$ cat config.mk
export PLATFORM = sky130hd
export DESIGN_NAME = wb_sched
export DESIGN_NICKNAME = d
export VERILOG_FILES = /design/src/rtl/wb_sched.sv
export SDC_FILE = /design/constraint.sdc
export NUM_CORES = 1
export LEC_CHECK = 0
export CAP_MARGIN = 0
export CORE_ASPECT_RATIO = 1.1
export CORE_UTILIZATION = 50
export DETAILED_ROUTE_END_ITERATION = 8
export GPL_TIMING_DRIVEN = 1
export PLACE_DENSITY = 0.91
export REMOVE_ABC_BUFFERS = 1
export SLEW_MARGIN = 20
export SYNTH_ARGS = -nofsm -noshare
export SYNTH_HDL_FRONTEND = slang
export SYNTH_SLANG_ARGS = --single-unit
$ cat constraint.sdc
create_clock -name clk -period 7.4 [get_ports clk]
set_input_delay 1.48 -clock clk [delete_from_list [all_inputs] [get_ports clk]]
set_output_delay 1.48 -clock clk [all_outputs]
set_load 0.02 [all_outputs]
$ cat src/rtl/wb_sched.sv
// Writeback scheduler and register scoreboard for the S1 decode stage: shares the
// single register-file write port between ALU and load writeback and stalls decode on hazards.
module wb_sched #(
    parameter int DATA_W       = 32,
    parameter int STARVE_LIMIT = 4
) (
    input  logic              clk,
    input  logic              async_rst_n,
    input  logic              clk_en,
    input  logic              dec_valid,
    input  logic [4:0]        dec_rs1,
    input  logic [4:0]        dec_rs2,
    input  logic [4:0]        dec_rd,
    input  logic              dec_rd_we,
    output logic              dec_stall,
    input  logic              alu_wb_valid,
    input  logic [4:0]        alu_wb_rd,
    input  logic [DATA_W-1:0] alu_wb_data,
    input  logic              mem_wb_valid,
    input  logic [4:0]        mem_wb_rd,
    input  logic [DATA_W-1:0] mem_wb_data,
    output logic              mem_wb_ready,
    output logic              reg_we,
    output logic [4:0]        rd_addr,
    output logic [DATA_W-1:0] reg_din,
    output logic [31:0]       pending
);

    localparam int CNT_W = $clog2(STARVE_LIMIT + 1);

    logic              buf_full;
    logic [4:0]        buf_rd;
    logic [DATA_W-1:0] buf_data;
    logic [CNT_W-1:0]  starve_cnt;

    logic              force_bubble;
    logic              hazard;
    logic              issue;
    logic              port_valid;
    logic [4:0]        port_rd;
    logic [DATA_W-1:0] port_data;
    logic              mem_accept;
    logic              buf_fill;
    logic              buf_drain;
    logic [31:0]       set_mask;
    logic [31:0]       clr_mask;

    assign force_bubble = (starve_cnt == CNT_W'(STARVE_LIMIT));
    assign hazard       = dec_valid & (pending[dec_rs1] | pending[dec_rs2] |
                                       (dec_rd_we & pending[dec_rd]));
    // No commit bypass: a dependent instruction waits for the registered clear.
    assign dec_stall    = hazard | force_bubble | ~clk_en;
    assign issue        = dec_valid & ~dec_stall & clk_en;

    assign mem_wb_ready = clk_en & ~buf_full;
    assign mem_accept   = mem_wb_valid & mem_wb_ready;
    assign buf_fill     = mem_accept & alu_wb_valid;
    assign buf_drain    = clk_en & buf_full & ~alu_wb_valid;

    // Fixed priority: ALU cannot be back-pressured, so the held load yields to it.
    always_comb begin
        port_valid = 1'b0;
        port_rd    = '0;
        port_data  = '0;
        if (clk_en && async_rst_n) begin
            if (alu_wb_valid) begin
                port_valid = 1'b1;
                port_rd    = alu_wb_rd;
                port_data  = alu_wb_data;
            end else if (buf_full) begin
                port_valid = 1'b1;
                port_rd    = buf_rd;
                port_data  = buf_data;
            end else if (mem_wb_valid) begin
                port_valid = 1'b1;
                port_rd    = mem_wb_rd;
                port_data  = mem_wb_data;
            end
        end
    end

    assign reg_we  = port_valid & (port_rd != 5'd0);
    assign rd_addr = port_rd;
    assign reg_din = port_data;

    assign set_mask = (issue && dec_rd_we && dec_rd != 5'd0) ? (32'd1 << dec_rd) : 32'd0;
    assign clr_mask = reg_we ? (32'd1 << rd_addr) : 32'd0;

    always_ff @(posedge clk or negedge async_rst_n) begin
        if (!async_rst_n) begin
            pending    <= '0;
            buf_full   <= 1'b0;
            starve_cnt <= '0;
        end else if (clk_en) begin
            pending <= (pending & ~clr_mask) | set_mask;
            if (buf_fill) begin
                buf_full <= 1'b1;
            end else if (buf_drain) begin
                buf_full <= 1'b0;
            end
            if (buf_drain) begin
                starve_cnt <= '0;
            end else if (buf_full && alu_wb_valid && !force_bubble) begin
                starve_cnt <= starve_cnt + CNT_W'(1);
            end
        end
    end

    always_ff @(posedge clk) begin
        if (clk_en && buf_fill) begin
            buf_rd   <= mem_wb_rd;
            buf_data <= mem_wb_data;
        end
    end

endmodule

# Word-level counts from Yosys, hierarchy flattened
# Cells that the tools add are included.
# totals
reg_bits,73
in_bits,96
output_inout_bits,72
word_cells,70
# op_classes
addsub,1
order_cmp,3
eq_ne,1
shifts,2
n_mux,24
n_bitwise,21
n_reduce_logical,13
# op_table
operator,count
two-way mux 32 bit,6
"<< shifter 1 x 5 -> 32 bit, first input constant",2
AND 32 bit,1
inverter 32 bit,1
bitwise OR 32 bit,1
two-way mux 5 bit,4
"less-than comparator 5 x 6 -> 1 bit, second input constant",3
binary-select mux 1 bit (select 5 bit),3
AND 1 bit,10
nonzero test 5 bit,2
two-way mux 1 bit,9
logical AND 1 bit,6
two-way mux 3 bit,2
inverter 1 bit,4
bitwise OR 1 bit,4
AND reduction 2 bit,2
nonzero test 2 bit,2
"adder 3 x 1 -> 3 bit, second input constant",1
"equality test 3 bit, second input constant",1
zero test 1 bit,1

# Depth between registers and ports, before layout
# Gate-level depths: netlist of run 1.
# depth
ltp_word,14
ltp_mapped,9
depth_no_buf,7

# Least setup slack after synthesis of run 1
# Ideal clock, no wire load.
# synth_path
path_type,input to output
from,input port dec_rd[0]
to,output port dec_stall
arrival_ps,3157
required_ps,5920
slack_ps,2763
cell_stages,7
n_path_buf,1
cell_sequence,buf_6 -> mux4_2 -> and3_1 -> nor4_1 -> a311o_2 -> nor2_1 -> a211o_1
# synth_via
elab_chain_cells,7
# synth_rtl
item,line,rtl
start: declaration,13,"input logic [4:0] dec_rd,"
binary-select mux 1 bit (select 5 bit),50,(dec_rd_we & pending[dec_rd]));
two-way mux 1 bit (implied by the code),50,
AND 1 bit,50,
bitwise OR 1 bit,49,assign hazard = dec_valid & (pending[dec_rs1] | pending[dec_rs2] |
AND 1 bit,49,
bitwise OR 1 bit (2 in series),52,assign dec_stall = hazard | force_bubble | ~clk_en;
end: declaration,15,"output logic dec_stall,"
# No other way between the ends. The select of a mux whose other input is x is not followed.

# Worst setup path after layout of run 1
# Ends and elaborated chain as after synthesis.

==> results of run 1 <==
## routing by layer
metal  vias up  global-route usage (%)
met5         -                       0
met1      2348                    39.6
met3        59                    9.24
met2       353                    53.1
li1       2207                       -
met4         0                    14.5
## worst max-delay path by stage
stage	endpoint	slack (ns)	cells after the start
finish	dec_stall	0.97	9
detailed placement	dec_stall	1.05	9
CTS	dec_stall	1.04	9
global route	dec_stall	0.83	9
global placement	dec_stall	1.19	9
floorplan	reg_we	2.09	5
## worst reg2reg max path, cell delays in order, from the launching register on
cell      delay (ns)
dfrtp_1         0.89
buf_4           0.40
a221oi_1        0.22
nor3_1          0.27
o21ai_0         0.45
o31ai_1         0.41
o21ai_1         0.11
## cell families after synthesis
group	synth area share [%]
compound gates	23.9
mux	10.6
flops	41.7
simple gates	17.0
buf+inv	6.23
fa+ha+maj	0.519
## per-stage QoR
| stage | instances | hold slack, ns | util, % | setup WS (ns) |
|---|---|---|---|---|
| 2_1_floorplan | 444 | 0.534 | - | 2.09 |
| 3_3_place_gp | 735 | 0.500 | 68.8 | 1.19 |
| 3_5_place_dp | 735 | 0.497 | 68.8 | 1.05 |
| 4_1_cts | 751 | 0.512 | 70.8 | 1.04 |
| 5_1_grt | 751 | 0.531 | 70.9 | 0.835 |
| 6_report | 751 | 0.511 | 70.9 | 0.967 |
## sequential cells by signal, summed over array words and instances, names as in the netlist
register,count
starve_cnt,3
buf_rd,5
pending,32
buf_data,32
buf_full,1
## power breakdown
group	internal (W)	switching, W
logic	0.000166	0.000183
registers	0.000457	0.0000378
clock network	0.000155	0.000153
## layout make-up
| cell class | instances | area [sq um] |
|---|---|---|
| inverters | 10 | 37.5 |
| clock inverters | 5 | 56.3 |
| fillers | 675 | 2730 |
| well taps | 117 | 146 |
| repair buffers | 174 | 1720 |
| multi-input cells | 361 | 2520 |
| clock buffers | 11 | 131 |
| flip-flops and latches | 73 | 2010 |
## layout by cell type, fill, tap and decap left out, types with 3 or more instances in the layout
cell type / count
inv_1: 9
a31oi_1: 5
nand3b_1: 6
mux2i_1: 21
buf_4: 7
a2111oi_0: 4
o31ai_1: 6
clkdlybuf4s50_1: 166
nand2_1: 18
mux4_2: 7
clkbuf_8: 9
a221o_1: 31
nor3b_1: 7
nor2b_1: 12
nor3_1: 3
a221oi_1: 7
mux4_1: 5
dfrtp_1: 36
edfxtp_1: 37
a21oi_1: 10
o21ai_0: 25
and2_1: 3
o22ai_1: 3
nand4_1: 34
and3_1: 3
a22oi_1: 5
clkinvlp_4: 3
nand2b_1: 6
o21ai_1: 66
nor2_1: 45
==> flow_summary.ini, run 1 <==
[outcome]
status = completed

[routing]
wl_mm = 16.0
vias = 4967
met2WireLength_mm = 7.87
top_layer = met4
vias_per_cell = 6.61
drt-initial-drc-count = 441
post_drt_wl_per_cell_um = 21.3
drc_errors = 0
drtAntennaViolNets = 0
dr_wl_met3_mm = 1.74
met1_length_mm = 5.82
dr.pass1.iters = 7

[setup_path]
cp_common_cell = clkdlybuf4s50_1
path_buf_inv = 3
crit_path_end_kind = output pin
startpoint = dec_rd[0]
critPathTopFamily = buffers and inverters
reg2reg_to = pending[1]$_DFFE_PN0P_
cpMaxStageDelayCell = clkdlybuf4s50_1
cpPeakStageDelay_ns = 0.95
r2r_slack_ns = 4.51
crit_chain = clkdlybuf4s50_1, mux4_2, and3_1, nor4_1, a311o_2, buf_4, nor2_1, a211o_1, clkdlybuf4s50_1
arrival_ns = 4.95
worstPathRequired_ns = 5.92
worstSetupPathType = input port to output pin
r2r_start = buf_full$_DFFE_PN0P_
r2r_cells = 6
crit_path_max_fanout = 32
worst_setup_path_start_kind = input port

[clock_network]
clk_pin_slew_ns = 0.07
post_cts_buffers = 0
cts.sinks = 73
cts-root-buf = clkbuf_8
cts_tree = yes
cts_buffer_depth = 2
insertion_delay_ns = 0.36
htree_levels = 3
numCtsBuffers = 9
postCtsResizedCells = 0
cts_hold_buf = 0

[floorplanning]
initial_utilization_pct = 51.6
row_count = 37
core_area_sq_um = 9350
die_w_um = 95.6
ios = 168
die_area_sq_um = 10000
dieHeight_um = 105

[global_routing]
grt_max_degree = 47
gr-total-overflow = 0
antenna_found_initial = 0
grt_pass1_vias = 4805
grt_pass1_wl_mm = 24.7
grt_usage_pct = 32.6

[synth]
yosysWarningCount = 0
yosys-top-cells-count = o21ai_1 (65), nor2_1 (45), edfxtp_1 (37)
yosysUniqueCellTypes = 54
yosysSeqAreaShare_pct = 41.7
syn_area_per_cell_sq_um = 9.84
synth_edf_count = 37
synth_cells = 490
ys_ff_latch = 73
synthDominantCellAreaShare_pct = 23.0
synth_top_area_cell = edfxtp_1
synthTopCellsByArea = edfxtp_1 (23%), dfrtp_1 (19%), o21ai_1 (6.7%), a221o_1 (6.4%), nand4_1 (4.4%)
ys.flop_type = edfxtp_1
synth_area_sq_um = 4820
yosysMostFrequentCell = o21ai_1
async_flop_share_pct = 49.3

[sta]
skew_ns = 0.00641
tightest_slew_ns = 1.08
finalSetupViolCount = 0
finalHoldViolations = 0
rsz0062_at_grt = false
finalCriticalPeriod_ns = 6.43
slew_headroom_pct = 27.3
drv_slew = 0
fin_crit_sh_pct = 86.9
fmax_ghz = 0.155
setup_tns_ns = 0

[pwr]
power_density_nw_per_um2 = 174
worst_ir_drop_vdd_uv = 119
leakagePower_nw = 2.40
power_w = 0.00115

[cells_and_area]
area_growth_pct = 37.5
final_cell_area_sq_um = 6630
fin_nets = 727
drive_gt1_share_pct = 6.31
n_antenna_cell = 0

[min_path]
hp-class = flop to flop
hold_depth = 0
hold_path_end = pending[0]$_DFFE_PN0P_
hp-start = pending[0]$_DFFE_PN0P_

[placed_design]
hpwlAfterDp_mm = 11.7
placed_cell_area_sq_um = 6430
gp_congestion = 0.919
io_buffers = 167

[run]
drv_cap = 0
Note: power is estimated with default switching activity, not from simulation.
==> run 2, diff against run 1 <==
--- a/config.mk
+++ b/config.mk
@@ -7,11 +7,13 @@
 export LEC_CHECK = 0
 export CAP_MARGIN = 0
 export CORE_ASPECT_RATIO = 1.1
-export CORE_UTILIZATION = 50
+export CORE_UTILIZATION = 51
+export CTS_BUF_LIST = sky130_fd_sc_hd__clkbuf_4
 export DETAILED_ROUTE_END_ITERATION = 8
 export GPL_TIMING_DRIVEN = 1
-export PLACE_DENSITY = 0.91
+export PLACE_DENSITY = 0.93
 export REMOVE_ABC_BUFFERS = 1
+export SKIP_CTS_REPAIR_TIMING = 1
 export SLEW_MARGIN = 20
 export SYNTH_ARGS = -nofsm -noshare
 export SYNTH_HDL_FRONTEND = slang
==> run 2 against run 1 <==
- worst hold slack better by 0.026 ns
- final cell count decreased by 0.40%
- first-iteration DRC count is 2.9% higher
- non-clock buffer count did not move
- sequential share of layout area increased by 0.26 points
- worst setup slack improved by 0.0073 ns
- critical path type unchanged
- critical endpoint unchanged
==> flow_summary.ini, run 2 (synthesis results as in run 1) <==
[pwr]
p_clk_share_pct = 23.2
switchingPower_w = 0.000364
swShare_pct = 33.1
power_density_nw_per_um2 = 167
combPwrFrac_pct = 32.1
worst_ir_drop_vdd_uv = 113
power_w = 0.00110
p_seq_share_pct = 44.7
leakagePower_nw = 2.39
p_int_w = 0.000735

[routing]
vias = 4968
drtAntennaViolNets = 0
vias_per_cell = 6.64
drt-initial-drc-count = 454
drc_errors = 0
dr.pass1.iters = 5
wl_mm = 15.8
post_drt_wl_per_cell_um = 21.1

[outcome]
status = completed

[clock_network]
cts_buffer_depth = 2
cts.sinks = 73
cts-root-buf = clkbuf_4
clk_pin_slew_ns = 0.12
cts_tree = yes
htree_levels = 3
numCtsBuffers = 9
insertion_delay_ns = 0.43

[placed_design]
gp_congestion = 0.905
post-place-cells = 732
io_buffers = 167
hpwlAfterDp_mm = 11.4

[setup_path]
worstSetupPathType = input port to output pin
worstPathRequired_ns = 5.92
crit_path_end_kind = output pin
worst_setup_path_start_kind = input port
crit_path_max_fanout = 32
arrival_ns = 4.95
r2r_cells = 5

[cells_and_area]
final_util_pct = 72.9
n_fill_cell = 632
n_antenna_cell = 0
area_growth_pct = 36.3
multiInputGateArea_sq_um = 2520
regArea_sq_um = 2010
layout_common_cells = clkdlybuf4s50_1 (166), o21ai_1 (65), nor2_1 (45)
fin_nets = 727
final_common_cell = clkdlybuf4s50_1
drive_gt1_share_pct = 6.78
final_cells = 748
reg_top3 = buf_data (32), pending (32), buf_rd (5)

[floorplanning]
die_w_um = 94.7
row_count = 36
ios = 168
dieHeight_um = 104
initial_utilization_pct = 53.5
die_area_sq_um = 9850
core_area_sq_um = 9010

[run]
drv_cap = 0

[global_routing]
gr-total-overflow = 0
grt_max_degree = 47
grt_pass1_wl_mm = 24.8
grt_pass1_vias = 4843
grt_usage_pct = 32.6
antenna_found_initial = 0

[sta]
skew_ns = 0.0257
setup_tns_ns = 0
whs_ns = 0.537
finalHoldViolations = 0
slew_headroom_pct = 26.0
drv_slew = 0
fmax_ghz = 0.156
tightest_slew_ns = 1.10
fin_crit_sh_pct = 86.8
finalCriticalPeriod_ns = 6.43
rsz0062_at_grt = false
finalSetupViolCount = 0

[min_path]
hold_depth = 0
hp-class = flop to flop
## run 2: final timing paths
path	startpoint	end	slack, ns
min	pending[0]$_DFFE_PN0P_	pending[0]$_DFFE_PN0P_	0.54
max	dec_rd[0]	dec_stall	0.97
max in group asynchronous	async_rst_n	pending[23]$_DFFE_PN0P_	5.58
min reg2reg	pending[0]$_DFFE_PN0P_	pending[0]$_DFFE_PN0P_	0.54
min in group asynchronous	async_rst_n	buf_full$_DFFE_PN0P_	1.46
max reg2reg	buf_full$_DFFE_PN0P_	pending[6]$_DFFE_PN0P_	4.78
## run 2: per-stage QoR
stage | area, sq um | worst slack, ns
2_1_floorplan | 4560 | 2.09
3_3_place_gp | 6430 | 1.19
3_5_place_dp | 6430 | 1.02
4_1_cts | 6560 | 1.02
5_1_grt | 6570 | 0.877
6_report | 6570 | 0.974
## run 2: cell type report
class,count,share of cell area [%]
clock buffers,12,1.37
clock inverters,4,0.686
inverters,10,0.571
multi-input cells,361,38.4
flip-flops and latches,73,30.6
well taps,114,2.17
repair buffers,174,26.2
## run 2: critical path, stage by stage
cell and delay, ns:
clkdlybuf4s50_1 0.95, mux4_2 0.59, and3_1 0.19, nor4_1 0.31, a311o_2 0.23, buf_4 0.30, nor2_1 0.09, a211o_1 0.27
clkdlybuf4s50_1 0.54
## run 2: power by group through the flow
stage | clock network (W) | registers, W | logic [W]
2_1_floorplan | 0 | 0.000508 | 0.000153
3_3_place_gp | 0 | 0.000497 | 0.000334
3_5_place_dp | 0 | 0.000499 | 0.000348
4_1_cts | 0.000255 | 0.000490 | 0.000349
5_1_grt | 0.000274 | 0.000493 | 0.000380
6_report | 0.000255 | 0.000492 | 0.000353
## run 2: per-layer routing
layer / up-vias / track usage, % / part of all wire [%]
li1: 2208 / - / -
met1: 2391 / 39.8 / 38
met2: 327 / 53.7 / 50
met3: 42 / 7.97 / 9.0
met4: 0 / 14.6 / 3.1
met5: - / 0 / 0
